### src/rtl/pixel_to_gray_conv.sv
// rtl/pixel_to_gray_conv.sv - multi-format (gray/YUV422/RGB888) to luma converter, 2-stage AXIS pipeline
// Optional statistics counters enabled by defining PIX2GRAY_STATS_EN.
module pixel_to_gray_conv #(
  parameter int DATA_WIDTH = 8,
  parameter int PPC        = 4,
  parameter bit YUV_Y_DEF  = 1'b0
) (
  input  logic                           aclk,
  input  logic                           areset,
  input  logic [1:0]                     cfg_mode,
  input  logic                           cfg_y_sel,
  input  logic                           s_axis_tvalid,
  output logic                           s_axis_tready,
  input  logic [3*DATA_WIDTH*PPC-1:0]    s_axis_tdata,
  input  logic                           s_axis_tuser,
  input  logic                           s_axis_tlast,
  output logic                           m_axis_tvalid,
  input  logic                           m_axis_tready,
  output logic [DATA_WIDTH*PPC-1:0]      m_axis_tdata,
  output logic                           m_axis_tuser,
  output logic                           m_axis_tlast,
  output logic [1:0]                     active_mode
`ifdef PIX2GRAY_STATS_EN
  ,
  output logic [15:0]                    stat_frame_cnt,
  output logic [15:0]                    stat_line_cnt
`endif
);

  localparam int DW = DATA_WIDTH;
  localparam int AW = DATA_WIDTH + 8;

  logic adv1, adv2, in_hs, sof_hs;
  logic [1:0] mode_q, cur_mode;
  logic ysel_q, cur_ysel;

  logic [PPC-1:0][DW-1:0] c0, c1, c2;
  logic [PPC-1:0][AW-1:0] n_pr, n_pg, n_pb;
  logic [PPC-1:0][DW-1:0] n_sel;

  logic                   v1, s1_rgb, s1_user, s1_last;
  logic [PPC-1:0][AW-1:0] s1_pr, s1_pg, s1_pb;
  logic [PPC-1:0][DW-1:0] s1_sel;
  logic [PPC-1:0][DW-1:0] n_y;

  assign adv2          = !m_axis_tvalid || m_axis_tready;
  assign adv1          = !v1 || adv2;
  assign s_axis_tready = adv1;
  assign in_hs         = s_axis_tvalid && adv1;
  assign sof_hs        = in_hs && s_axis_tuser;

  // The start-of-frame beat itself already uses the incoming configuration.
  assign cur_mode    = sof_hs ? cfg_mode  : mode_q;
  assign cur_ysel    = sof_hs ? cfg_y_sel : ysel_q;
  assign active_mode = mode_q;

  always_ff @(posedge aclk or posedge areset) begin
    if (areset) begin
      mode_q <= 2'b01;
      ysel_q <= YUV_Y_DEF;
    end else if (sof_hs) begin
      mode_q <= cfg_mode;
      ysel_q <= cfg_y_sel;
    end
  end

  genvar gi;
  generate
    for (gi = 0; gi < PPC; gi++) begin : g_lane
      assign c0[gi] = s_axis_tdata[3*DW*gi        +: DW];
      assign c1[gi] = s_axis_tdata[3*DW*gi + DW   +: DW];
      assign c2[gi] = s_axis_tdata[3*DW*gi + 2*DW +: DW];
    end
  endgenerate

  always_comb begin
    n_pr  = '0;
    n_pg  = '0;
    n_pb  = '0;
    n_sel = '0;
    for (int i = 0; i < PPC; i++) begin
      n_pr[i]  = AW'(c0[i]) * AW'(77);
      n_pg[i]  = AW'(c1[i]) * AW'(150);
      n_pb[i]  = AW'(c2[i]) * AW'(29);
      n_sel[i] = (cur_mode == 2'b01 && cur_ysel) ? c1[i] : c0[i];
    end
  end

  always_ff @(posedge aclk or posedge areset) begin
    if (areset) begin
      v1      <= 1'b0;
      s1_rgb  <= 1'b0;
      s1_user <= 1'b0;
      s1_last <= 1'b0;
      s1_pr   <= '0;
      s1_pg   <= '0;
      s1_pb   <= '0;
      s1_sel  <= '0;
    end else if (adv1) begin
      v1 <= s_axis_tvalid;
      if (s_axis_tvalid) begin
        s1_rgb  <= (cur_mode == 2'b10);
        s1_user <= s_axis_tuser;
        s1_last <= s_axis_tlast;
        s1_pr   <= n_pr;
        s1_pg   <= n_pg;
        s1_pb   <= n_pb;
        s1_sel  <= n_sel;
      end
    end
  end

  // Weights sum to 256, so the rounded sum always fits in DW bits after the shift.
  always_comb begin
    n_y = '0;
    for (int i = 0; i < PPC; i++) begin
      logic [AW-1:0] acc;
      acc    = s1_pr[i] + s1_pg[i] + s1_pb[i] + AW'(128);
      n_y[i] = s1_rgb ? acc[AW-1:8] : s1_sel[i];
    end
  end

  always_ff @(posedge aclk or posedge areset) begin
    if (areset) begin
      m_axis_tvalid <= 1'b0;
      m_axis_tdata  <= '0;
      m_axis_tuser  <= 1'b0;
      m_axis_tlast  <= 1'b0;
    end else if (adv2) begin
      m_axis_tvalid <= v1;
      if (v1) begin
        m_axis_tdata <= n_y;
        m_axis_tuser <= s1_user;
        m_axis_tlast <= s1_last;
      end
    end
  end

`ifdef PIX2GRAY_STATS_EN
  logic out_hs;
  assign out_hs = m_axis_tvalid && m_axis_tready;

  always_ff @(posedge aclk or posedge areset) begin
    if (areset) begin
      stat_frame_cnt <= '0;
      stat_line_cnt  <= '0;
    end else if (out_hs) begin
      if (m_axis_tuser) begin
        stat_frame_cnt <= stat_frame_cnt + 16'd1;
        stat_line_cnt  <= {15'd0, m_axis_tlast};
      end else if (m_axis_tlast) begin
        stat_line_cnt  <= stat_line_cnt + 16'd1;
      end
    end
  end
`endif

endmodule

### config.mk
export PLATFORM = sky130hd
export DESIGN_NAME = pixel_to_gray_conv
export DESIGN_NICKNAME = d
export VERILOG_FILES = /design/src/rtl/pixel_to_gray_conv.sv
export SDC_FILE = /design/constraint.sdc
export NUM_CORES = 1
export LEC_CHECK = 0
export BUFFER_PORTS_ARGS = -buffer_cell sky130_fd_sc_hd__buf_4
export CORE_AREA = 2 2 213 215
export DETAILED_ROUTE_END_ITERATION = 8
export DIE_AREA = 0 0 215 217
export MAX_ROUTING_LAYER = met4
export PLACE_DENSITY = 0.75
export SLEW_MARGIN = 40
export SYNTH_ARGS = -nofsm -noshare
export SYNTH_HDL_FRONTEND = slang
export SYNTH_SLANG_ARGS = --single-unit
export TNS_END_PERCENT = 10
### constraint.sdc
create_clock -name aclk -period 8.3 [get_ports aclk]
set_clock_uncertainty 0.15 [all_clocks]
set_input_delay 0.415 -clock aclk [delete_from_list [all_inputs] [get_ports aclk]]
set_output_delay 0.415 -clock aclk [all_outputs]
set_load 0.05 [all_outputs]
Yosys cells after proc, flatten, opt, wreduce, memory -nomap -nowiden --
Index checks and enable logic that the tools add are counted.
Operators by class: bitwise operators 0, $add $sub $neg 12, multiply operators 12, divide/modulo/power cells 0, order comparisons 0, shift-type cells 0, equality and inequality tests 2, muxes and demuxes 10, reductions and logical operators 9
Operators with widths (count):
- $mul A8 B7 Y15 const B | 8
- $add A15 B16 Y16 | 4
- $add A16 B13 Y16 | 4
- $add A16 B8 Y16 const B | 4
- $mux W8 | 8
- $mul A8 B5 Y13 const B | 4
- $reduce_and A2 Y1 | 2
- $logic_and A1 B1 Y1 | 3
- $eq A2 B1 Y1 const B | 1
- $eq A2 B2 Y1 const B | 1
- $logic_not A1 Y1 | 2
- $logic_or A1 B1 Y1 | 2
- $mux W2 | 1
- $mux W1 | 1
Storage, ports and cells: word-level logic and storage cells 71, memory bits (read-only) 0, register bits after elaboration 246, bits in writable memories 0, memories 0, latch bits 0, input bits 105, output and inout bits 38

Logic depth before layout (Yosys ltp) --
Gate-level depths: netlist of the first run.
depth in word-level cells 9, depth in mapped cells 15, depth with buffers taken out 15

Worst setup path before layout of the first run --
Ideal clock, no wire load.
path kind input-to-reg, start in s_axis_tdata[36], end reg s1_pg[31] (netlist bit), data arrival time 3486 ps, stages 13, buffers on the path 0, library setup time 134 ps, required time 8016 ps, path slack 4530 ps, path through ha_1 > ha_1 > inv_1 > fa_1 > fa_1 > inv_1 > ha_1 > or3_1 > o211a_1 > o41ai_1 > o21ai_0 > a21oi_1 > o21ai_0
Between the ends: word-level cells in the longest chain between the ends 1
RTL lines:
- start: declaration | RTL line 14 | input logic [3*DATA_WIDTH*PPC-1:0] s_axis_tdata,
- $mul A8 B7 Y15 | RTL line 83 | n_pg[i] = AW'(c1[i]) * AW'(150);
- end signal: assignment | RTL line 106 | s1_pg <= n_pg;
- end: declaration | RTL line 42 | logic [PPC-1:0][AW-1:0] s1_pr, s1_pg, s1_pb;
Every way passes these cells. A chain may end at the register's enable or synchronous reset.

Final worst setup path of the first run --
start in s_axis_tdata[40], end reg s1_pb[28] (netlist bit)
Between the ends: word-level cells in the longest chain between the ends 1
RTL lines:
- $mul A8 B5 Y13 | RTL line 84 | n_pb[i] = AW'(c2[i]) * AW'(29);
- end signal: assignment | RTL line 107 | s1_pb <= n_pb;
- end: declaration | RTL line 42
Every way passes these cells.

==> summary.txt, run 1 <==
Status
  • Status: finished clean

Setup path
  • R2r startpoint: s1_pr[52]$_DFFE_PP0P_
  • Critical path type: primary input to register
  • Maximum net fanout on the critical path: 4
  • Worst Path Arrival: approximately 4.2 ns
  • Reg-to-Reg End: m_axis_tdata[30]$_DFFE_PP0P_
  • Worst R2R Path Depth: 13
  • Crit path capture type: register
  • Startpoint Class: primary input
  • WP data required: between 8 and 9 ns
  • Worst R2R Setup Slack: between 4 and 5 ns

GRT
  • First-pass GRT wire length: ~92000 µm
  • Number of global-route vias before repair: roughly 19000
  • Largest net degree at the start of global routing: 201
  • Remaining Overflow, GRT: 0
  • Gr usage total: roughly 25%
  • Initial antenna violation count: 3

Clock tree
  • CTS buffer count: 31
  • CTS sink cnt: roughly 250
  • Clock Tree Root: clkbuf_16
  • Post-CTS setup buffer count: 0
  • CTS tree: yes
  • Later-pin clock latency in the skew report: about 0.58 ns
  • H-tree depth: 1
  • Clk buf depth: 3
  • Clk slew on worst S/H paths: ~0.060 ns

Job
  • Max-cap check violation count: 0

Pwr
  • Static Leak: about 15 nW
  • VDD IR max: 0.000253 V
  • PD cells: around 330 nW/µm²
  • Tot Pwr: approximately 9 mW

Timing
  • Final Slew Violations: 0
  • FMAX: 0.255 GHz
  • Measured slew at the worst slew-check pin: roughly 0.8 ns
  • Relative slew slack: 45.5%
  • Final Cycle Share: 47.2%
  • Final Hold Fails: 0
  • Tmin final: about 3.9 ns
  • Final TNS setup: 0 ns
  • Final setup fails: 0
  • RSZ-0062 raised after global routing: false
  • Minimum hold slack: 0.0381 ns

Synth
  • Ys Warns: 0
  • Yosys reg bits: about 250
  • Mapped Nets: approximately 3400
  • Synthesized instance count: 2602
  • Top area cells in the synthesized netlist: ha_1, dfrtp_1, fa_1
  • Asr flop ratio synth: 100%
  • Distinct cells, synth: 66
  • Syn Area/Cell: around 9.3 µm²
  • Top_reg_cell synth: dfrtp_1
  • Sequential share of the synthesized area: roughly 25%
  • Synth top area share: roughly 26%
  • Dominant cell type by area after synthesis: ha_1
  • Mapped cell area: roughly 24000 µm²
  • EDFF count, synth: 0

Routing
  • WL/cell: 16.2 µm
  • Drt first-iter violations: approximately 880
  • DRT antenna net count: 0
  • Detailed-route wire length: 54500 µm
  • Via Count: about 18000
  • TritonRoute pass-1 iters: 5
  • Drt via density: 5.37
  • # DRC: 0

Floorplanning
  • Full die area: around 47000 µm²
  • Row cnt: between 70 and 80
  • Core area: 44700 µm²
  • Starting density of the core: 54.2%
  • Die height: roughly 220 µm
  • Die W: about 220 µm
  • Top Ports: 143

Cells and area
  • Final instance count without filler cells: roughly 3400
  • Area delta synth->final: 12.0%
  • Final nets: ~3500
  • Final core utilization: 60.7%
  • Fraction of layout cells with a size suffix above 1: 8.13%

Place
  • Hpwl dp: between 40000 and 50000 µm
  • Port Buffers: 142
  • Placed insts: around 3300
  • Routability congestion estimate: 0.875

Hold path
  • WHS Endpoint: s1_pb[18]$_DFFE_PP0P_
  • Tightest Hold Check Type: primary input to register
  • Worst Hold Depth: 4
  • HP Start: s_axis_tdata[42]
-- logic make-up after synthesis --
| group | Yosys count | share of synthesized area (%) |
|---|---|---|
| fa+ha+maj | 652 | 38.4 |
| mux | 45 | 1.90 |
| buf+inv | 529 | 8.31 |
| compound gates | 521 | 12.7 |
| xor+xnor | 134 | 4.84 |
| simple gates | 475 | 8.49 |
| flops | 246 | 25.4 |
-- through the flow --
stage | worst slack [ns] | cell area (µm²)
floorplan | 0.978 | 24200
global placement | 4.18 | 25900
detailed placement | 4.17 | 25900
CTS | 4.44 | 27100
global route | 4.14 | 27100
finish | 4.39 | 27100
-- synthesized netlist by cell type (43+ instances only) --
master / number
nand2_1: 287
xnor2_1: 74
a21oi_1: 121
a21o_1: 43
inv_1: 466
o21ai_0: 229
clkbuf_1: 48
fa_1: 152
xor2_1: 60
dfrtp_1: 245
ha_1: 500
nor2_1: 72
-- how the worst max path moves through the flow --
stage | start | to | slack, ns | cells after the start
5_1_grt | s_axis_tdata[64] | s1_pb[44]$_DFFE_PP0P_ | 4.14 | 14
3_5_place_dp | s_axis_tdata[36] | s1_pg[31]$_DFFE_PP0P_ | 4.17 | 14
4_1_cts | s_axis_tdata[40] | s1_pb[28]$_DFFE_PP0P_ | 4.44 | 13
6_report | s_axis_tdata[40] | s1_pb[28]$_DFFE_PP0P_ | 4.39 | 13
3_3_place_gp | s_axis_tdata[36] | s1_pg[31]$_DFFE_PP0P_ | 4.18 | 14
2_1_floorplan | areset | active_mode[1]$_DFF_PP0_ | 0.98 | 1
-- critical path, stage by stage --
cell and delay, ns:
dlygate4sd3_1 0.57, buf_4 0.17, fa_1 0.43, ha_1 0.33, fa_1 0.45, ha_1 0.33, a21oi_1 0.24, o21ai_1 0.13
a2111oi_0 0.51, nor3_1 0.17, a31oi_1 0.23, xnor2_1 0.14, o21ai_1 0.07
-- layout make-up --
| type | instances | area [µm²] |
|---|---|---|
| antenna | 4 | 10.0 |
| timing repair buffer | 172 | 1390 |
| inverter | 466 | 1760 |
| clock inverter | 14 | 103 |
| sequential | 246 | 6160 |
| clock buffer | 43 | 881 |
| multi-input combinational | 1827 | 16100 |
| fill | 3875 | 17600 |
| tap | 600 | 751 |
-- flip-flops by register name, indices dropped and copies added (netlist names) --
signal	cells
s1_last	1
m_axis_tlast	1
s1_pg	60
ysel_q	1
s1_sel	32
s1_pr	60
s1_pb	52
s1_user	1
v1	1
active_mode	2
s1_rgb	1
m_axis_tdata	32
m_axis_tvalid	1
m_axis_tuser	1
-- report_power, final --
part	switching [mW]	leakage, nW	internal, mW
logic	3.38	11.2	2.47
registers	0.241	3.02	1.60
clock network	0.546	0.498	0.768
total	4.16	14.7	4.83
-- layer usage --
metal	global-route usage, %	part of all wire (%)	vias to the layer above
li1	-	-	8926
met1	33.9	48	8749
met2	38.3	45	337
met3	3.61	4.8	93
met4	6.34	2.6	0
met5	-	0	-
-- cell usage in the layout (no fill, tap or decap), types with 5 or more instances in the layout --
master	n
a211oi_1	13
a21o_1	43
a21oi_1	121
a31oi_1	14
and3_1	18
buf_4	144
clkbuf_1	6
clkbuf_16	31
clkbuf_8	6
clkinv_2	11
dfrtp_1	245
dlygate4sd3_1	23
fa_1	152
ha_1	500
inv_1	464
mux2i_1	40
nand2_1	285
nand2b_1	10
nand3_1	8
nand4_1	9
nor2_1	72
nor2b_1	7
nor3_1	38
o211ai_1	11
o21a_1	8
o21ai_0	229
o21ai_1	10
o21bai_1	23
o31ai_1	10
o41ai_1	5
xnor2_1	74
xor2_1	60
-- timing repair --
action                                 4_1_cts  5_1_grt
hold buffers                                23        0
endpoints found under the hold margin      127        0
gates resized for setup                      0        0
No activity file was read; power rests on OpenSTA's default activity.
==> run 2: changes to the inputs <==
==> constraint.sdc (replaced) <==
create_clock -name aclk -period 3.7 [get_ports aclk]
set_clock_uncertainty 0.15 [all_clocks]
set_input_delay 0.185 -clock aclk [delete_from_list [all_inputs] [get_ports aclk]]
set_output_delay 0.185 -clock aclk [all_outputs]
set_load 0.05 [all_outputs]
==> run 2 against run 1 <==
Critical path depth grew 2. Worst setup slack worse by 4.3 ns. Combinational power is 130% higher. Critical path type unchanged. Largest cell class unchanged. Largest power group unchanged.
==> summary.txt, run 2 (synthesis results as in run 1) <==
GRT
  • Gr usage total: 25.4% (was 24.6%)
  • First-pass GRT wire length: 94800 µm (was 91700 µm)
  • Largest net degree at the start of global routing: 149 (was 201)
  • Initial antenna violation count: 5 (was 3)
  • Remaining Overflow, GRT: 0 (unchanged)
  • Number of global-route vias before repair: 19200 (was 18600)

Pwr
  • Sw power: 9.51 mW (was 4.16 mW)
  • Sw frac: 45.9% (was 46.3%)
  • Comb pwr share: 65.5% (was 65.0%)
  • Static Leak: 15.2 nW (was 14.7 nW)
  • Tot Pwr: 20.7 mW (was 8.99 mW)
  • VDD IR max: 0.000499 V (was 0.000253 V)
  • Seq pwr share: 20.0% (was 20.4%)
  • PD cells: 734 nW/µm² (was 332 nW/µm²)
  • Int Power: 11.2 mW (was 4.83 mW)
  • Clock network power share: 14.5% (was 14.6%)

Place
  • Pre-CTS setup slack: -0.0813 ns (was 4.17 ns)
  • Post-DP Area: 26100 µm² (was 25900 µm²)
  • Port Buffers: 142 (unchanged)
  • Hpwl dp: 43500 µm (was 42500 µm)
  • Placed insts: 3313 (was 3287)
  • Routability congestion estimate: 0.879 (was 0.875)

Clock tree
  • Clk buf depth: 3 (unchanged)
  • Clock Tree Root: clkbuf_16 (unchanged)
  • CTS tree: yes (unchanged)
  • Clk slew on worst S/H paths: 0.06 ns (about the same)
  • Post-CTS setup buffer count: 0 (unchanged)
  • H-tree depth: 1 (unchanged)
  • Later-pin clock latency in the skew report: 0.57 ns (was 0.58 ns)
  • CTS buffer count: 29 (was 31)
  • CTS sink cnt: 246 (unchanged)

Setup path
  • Startpoint Class: primary input (unchanged)
  • Critical path type: primary input to register (unchanged)
  • Worst Path Arrival: 3.92 ns (was 4.20 ns)
  • Maximum net fanout on the critical path: 3 (was 4)
  • WP data required: 3.99 ns (was 8.59 ns)
  • Crit path capture type: register (unchanged)

Timing
  • RSZ-0062 raised after global routing: true (was false)
  • Final setup fails: 0 (unchanged)
  • Final Hold Fails: 0 (unchanged)
  • Relative slew slack: 51.5% (was 45.5%)
  • Final Cycle Share: between 90% and 100%
  • Tmin final: approximately 3.6 ns
  • Final worst slack: 0.0733 ns (was 4.39 ns)
  • Measured slew at the worst slew-check pin: 0.727 ns (was 0.818 ns)
  • FMAX: ~0.28 GHz
  • Final TNS setup: 0 ns (unchanged)
  • Final Slew Violations: 0 (unchanged)

Routing
  • # DRC: 0 (unchanged)
  • Detailed-route wire length: 56800 µm (was 54500 µm)
  • WL/cell: 16.4 µm (was 16.2 µm)
  • Drt via density: 5.37 (about the same)
  • Drt first-iter violations: 993 (was 879)
  • Via Count: 18600 (was 18100)
  • DRT antenna net count: 0 (unchanged)
  • TritonRoute pass-1 iters: 5 (unchanged)

Cells and area
  • Final nets: 3597 (was 3501)
  • Fillers: 3655 (was 3875)
  • Area of the multi-input gates: 16200 µm² (was 16100 µm²)
  • Final instance count without filler cells: 3466 (was 3372)
  • Design area: 28200 µm² (was 27100 µm²)
  • Commonest non-fill, non-tap cell in the layout: ha_1 (unchanged)
  • Regs by FF count: s1_pg: 60 flops, s1_pr: 60 flops, s1_pb: 52 flops (unchanged)
  • Fraction of layout cells with a size suffix above 1: 9.51% (was 8.13%)
  • Sequential Area: 6160 µm² (unchanged)
  • Area delta synth->final: 16.6% (was 12.0%)
  • Most frequent cells in the layout: ha_1, inv_1, nand2_1 (unchanged)

Floorplanning
  • Full die area: 46700 µm² (unchanged)
  • Die height: 217 µm (unchanged)
  • Starting density of the core: 54.2% (unchanged)
  • Top Ports: 143 (unchanged)
  • Row cnt: 78 (unchanged)
  • Core area: 44700 µm² (unchanged)
  • Die W: 215 µm (unchanged)

Hold path
  • Tightest Hold Check Type: primary input to register (unchanged)

Job
  • Max-cap check violation count: 0 (unchanged)

Status
  • Status: finished clean (unchanged)
[run 2: cell type report]
| type | count | share of cell area (%) |
|---|---|---|
| well taps | 600 | 2.66 |
| flip-flops and latches | 246 | 21.8 |
| clock buffers | 42 | 2.99 |
| multi-input cells | 1827 | 57.4 |
| repair buffers | 270 | 8.32 |
| clock inverters | 10 | 0.558 |
| inverters | 466 | 6.21 |
| diodes | 5 | 0.0443 |
[run 2: per-stage QoR]
stage,hold slack [ns],utilization (%)
floorplan,0.140,-
global placement,0.253,58.4
detailed placement,0.258,58.4
CTS,0.00404,62.7
global route,0.0608,63.2
finish,0.0267,63.2
[run 2: final timing paths]
kind	startpoint	slack (ns)	endpoint	cells after the start
max	s_axis_tdata[41]	0.07	s1_pb[28]$_DFFE_PP0P_	15
min	s_axis_tdata[36]	0.03	s1_sel[12]$_DFFE_PP0P_	4
max reg2reg	s1_pr[36]$_DFFE_PP0P_	0.21	m_axis_tdata[23]$_DFFE_PP0P_	13
min reg2reg	s1_sel[24]$_DFFE_PP0P_	0.33	s1_sel[24]$_DFFE_PP0P_	2
max in group asynchronous	areset	2.40	s1_pb[0]$_DFFE_PP0P_	5
min in group asynchronous	areset	0.14	m_axis_tdata[10]$_DFFE_PP0P_	4
[run 2: timing repair]
item                                    CTS  global route
endpoints found under the setup margin    0            29
endpoints found under the hold margin   335             0
hold buffers                             94             0
resized for setup                         0            34
[run 2: layer usage]
metal	wire, µm	up-vias	GRT usage (%)
met5	0	-	-
met4	808	0	4.09
met3	1950	55	2.87
met2	27000	322	42.3
met1	27100	9104	34.2
li1	-	9124	-
[run 2: critical path, cell delays in order]
cell	delay [ns]
dlygate4sd3_1	0.57
buf_4	0.14
inv_1	0.07
fa_1	0.54
inv_1	0.04
ha_1	0.29
fa_1	0.44
ha_1	0.34
a21oi_2	0.20
o21ai_1	0.11
a2111oi_2	0.40
nor3_1	0.14
a31oi_1	0.22
xnor2_1	0.15
o21ai_1	0.08
[run 2: power by group through the flow]
stage	logic, mW	clock network, mW	registers, mW
final	13.6	3.01	4.14
after global routing	15.3	3.17	4.24
after CTS	13.4	3.06	4.13
after detailed placement	13.1	0	4.17
after global placement	12.5	0	4.14
after floorplan	9.36	0	4.56
==> run 3: changes to the inputs <==
--- a/config.mk
+++ b/config.mk
@@ -6,11 +6,12 @@
 export NUM_CORES = 1
 export LEC_CHECK = 0
 export BUFFER_PORTS_ARGS = -buffer_cell sky130_fd_sc_hd__buf_4
-export CORE_AREA = 2 2 213 215
+export CORE_AREA = 2 2 250 252
 export DETAILED_ROUTE_END_ITERATION = 8
-export DIE_AREA = 0 0 215 217
+export DIE_AREA = 0 0 252 254
 export MAX_ROUTING_LAYER = met4
-export PLACE_DENSITY = 0.75
+export PLACE_DENSITY = 0.58
+export RECOVER_POWER = 100
 export SLEW_MARGIN = 40
 export SYNTH_ARGS = -nofsm -noshare
 export SYNTH_HDL_FRONTEND = slang
==> constraint.sdc (replaced) <==
create_clock -name aclk -period 3.7 [get_ports aclk]
set_clock_uncertainty 0.15 [all_clocks]
set_input_delay 0.185 -clock aclk [delete_from_list [all_inputs] [get_ports aclk]]
set_output_delay 0.185 -clock aclk [all_outputs]
set_load 0.005 [all_outputs]
==> run 3 against run 2 <==
The flow now finishes with violations (max-capacitance violations, max-slew violations). Register-to-register slack got worse by 0.08 ns. Via count fell by 2.1%. First-iteration DRC count fell by 20%. Critical path type unchanged.
==> summary.txt, run 3 (synthesis results as in run 1) <==
Routing
  • Detailed-route wire length: 57500 µm (was 56800 µm)
  • TritonRoute pass-1 iters: 5 (unchanged)
  • # DRC: 0 (unchanged)
  • Drt first-iter violations: 797 (was 993)
  • Drt via density: 4.96 (was 5.37)
  • WL/cell: 15.6 µm (was 16.4 µm)
  • Via Count: 18200 (was 18600)
  • DRT antenna net count: 0 (unchanged)

Setup path
  • Worst path max stage delay: 0.53 ns (was 0.57 ns)
  • Critical path type: primary input to register (unchanged)
  • Critical-path cell list: dlygate4sd3_1, buf_4, ha_1, ha_1, inv_1, fa_1, inv_1, fa_1, ha_4, or2_2, a21oi_1, nor2_1, o41a_1, a21o_1, a21oi_1, o21ai_1 (was dlygate4sd3_1, buf_4, inv_1, fa_1, inv_1, ha_1, fa_1, ha_1, a21oi_2, o21ai_1, a2111oi_2, nor3_1, a31oi_1, xnor2_1, o21ai_1)
  • Slowest cell on crit path: dlygate4sd3_1 (unchanged)
  • Worst R2R Setup Slack: 0.13 ns (was 0.21 ns)
  • Worst Path Arrival: 3.90 ns (was 3.92 ns)
  • Maximum net fanout on the critical path: 5 (was 3)
  • Startpoint Class: primary input (unchanged)
  • Crit path capture type: register (unchanged)
  • WP data required: 3.96 ns (was 3.99 ns)

Timing
  • Final setup fails: 0 (unchanged)
  • FMAX: 0.274 GHz (was 0.276 GHz)
  • Measured slew at the worst slew-check pin: 2.02 ns (was 0.727 ns)
  • Relative slew slack: -35.2% (was 51.5%)
  • Final Hold Fails: 0 (unchanged)
  • Final Cycle Share: 98.5% (was 98.0%)
  • RSZ-0062 raised after global routing: true (unchanged)
  • Tmin final: 3.65 ns (was 3.63 ns)
  • Final Slew Violations: 51 (was 0)

Place
  • Placed insts: 3513 (was 3313)
  • Hpwl dp: 45300 µm (was 43500 µm)
  • Port Buffers: 142 (unchanged)
  • Post-DP Area: 26500 µm² (was 26100 µm²)
  • Routability congestion estimate: 0.848 (was 0.879)

GRT
  • First-pass GRT wire length: 96500 µm (was 94800 µm)
  • Remaining Overflow, GRT: 0 (unchanged)
  • Largest net degree at the start of global routing: 97 (was 149)
  • Initial antenna violation count: 9 (was 5)
  • Gr usage total: 19.1% (was 25.4%)
  • Number of global-route vias before repair: 18900 (was 19200)

Hold path
  • Tightest Hold Check Type: primary input to register (unchanged)

Cells and area
  • Area delta synth->final: 17.2% (was 16.6%)
  • Final nets: 3612 (was 3597)
  • Final core utilization: 46.4% (was 63.2%)
  • Commonest non-fill, non-tap cell in the layout: ha_1 (unchanged)
  • Fillers: 5918 (was 3655)
  • Fraction of layout cells with a size suffix above 1: 8.30% (was 9.51%)
  • Sequential Area: 6160 µm² (unchanged)
  • Design area: 28400 µm² (was 28200 µm²)
  • Most frequent cells in the layout: ha_1, inv_1, nand2_1 (unchanged)
  • Regs by FF count: s1_pg: 60 flops, s1_pr: 60 flops, s1_pb: 52 flops (unchanged)
  • Area of the multi-input gates: 16200 µm² (about the same)
  • Final instance count without filler cells: 3676 (was 3466)

Clock tree
  • H-tree depth: 1 (unchanged)
  • Post-CTS setup buffer count: 0 (unchanged)
  • Clock Tree Root: clkbuf_16 (unchanged)
  • CTS sink cnt: 246 (unchanged)
  • Clk buf depth: 3 (unchanged)
  • CTS buffer count: 31 (was 29)
  • CTS tree: yes (unchanged)
  • Clk slew on worst S/H paths: 0.06 ns (about the same)
  • Later-pin clock latency in the skew report: 0.61 ns (was 0.57 ns)

Floorplanning
  • Top Ports: 143 (unchanged)
  • Starting density of the core: 39.5% (was 54.2%)
  • Full die area: 64000 µm² (was 46700 µm²)
  • Die height: 254 µm (was 217 µm)
  • Core area: 61300 µm² (was 44700 µm²)
  • Die W: 252 µm (was 215 µm)
  • Row cnt: 91 (was 78)

Pwr
  • Static Leak: 15.1 nW (was 15.2 nW)
  • Tot Pwr: 20.2 mW (was 20.7 mW)
  • VDD IR max: 0.000405 V (was 0.000499 V)
  • PD cells: 710 nW/µm² (was 734 nW/µm²)

Status
  • Status: finished, violations left (was finished clean)
  • Failing checks: max-capacitance violations, max-slew violations

Job
  • Max-cap check violation count: 1 (was 0)
==> run 3: routing by layer <==
layer	routed length, µm	vias up	global-route usage (%)
li1	-	9166	-
met1	28400	8770	26.2
met2	26000	223	30.4
met3	2020	64	2.61
met4	1040	0	3.35
met5	0	-	-
==> run 3: path summary, 6_finish.rpt <==
| check | to | startpoint | cells after the start |
|---|---|---|---|
| worst max-delay path | s1_pg[15]$_DFFE_PP0P_ | s_axis_tdata[13] | 16 |
| worst min-delay path | s1_pb[28]$_DFFE_PP0P_ | s_axis_tdata[47] | 5 |
| worst max register to register | m_axis_tdata[7]$_DFFE_PP0P_ | s1_pr[4]$_DFFE_PP0P_ | 13 |
| worst min register to register | s1_sel[3]$_DFFE_PP0P_ | s1_sel[3]$_DFFE_PP0P_ | 2 |
| max in group asynchronous | s1_pr[48]$_DFFE_PP0P_ | areset | 7 |
| min in group asynchronous | s1_pr[29]$_DFFE_PP0P_ | areset | 4 |
==> run 3: worst max-delay path, delay by kind of cell <==
kind            cells  cell delay (ns)
fa+ha+maj           5             1.64
compound gates      5             0.91
buf+inv             4             0.79
simple gates        2             0.37
==> run 3: area by class of cell <==
type	count	area share, %
Multi-Input combinational cell	1827	56.9
Sequential cell	246	21.7
Timing Repair Buffer	283	8.01
Inverter	466	6.16
Tap cell	790	3.48
Clock buffer	42	2.98
Clock inverter	14	0.679
Antenna cell	8	0.0705
==> run 3: through the flow <==
stage / hold WS, ns / setup WS (ns) / setup TNS, ns
after global placement: 0.239 / -0.0930 / -0.179
after global routing: 0.0463 / -0.134 / -0.737
after detailed placement: -0.0666 / -0.105 / -0.200
final: 0.0307 / 0.0542 / 0
after floorplan: 0.140 / 0.134 / 0
after CTS: 0.00696 / 0.129 / 0
==> run 3: where the power goes <==
group / switching (mW) / internal, mW / total, mW
sequential: 0.554 / 3.58 / 4.14
clock: 1.28 / 1.88 / 3.16
combinational: 7.16 / 5.71 / 12.9
total: 8.99 / 11.2 / 20.2
==> run 3: timing repair <==
action,4_1_cts,5_1_grt
setup endpoints to repair,0,23
hold buffers,99,0
resized for setup,0,29
endpoints found under the hold margin,255,0
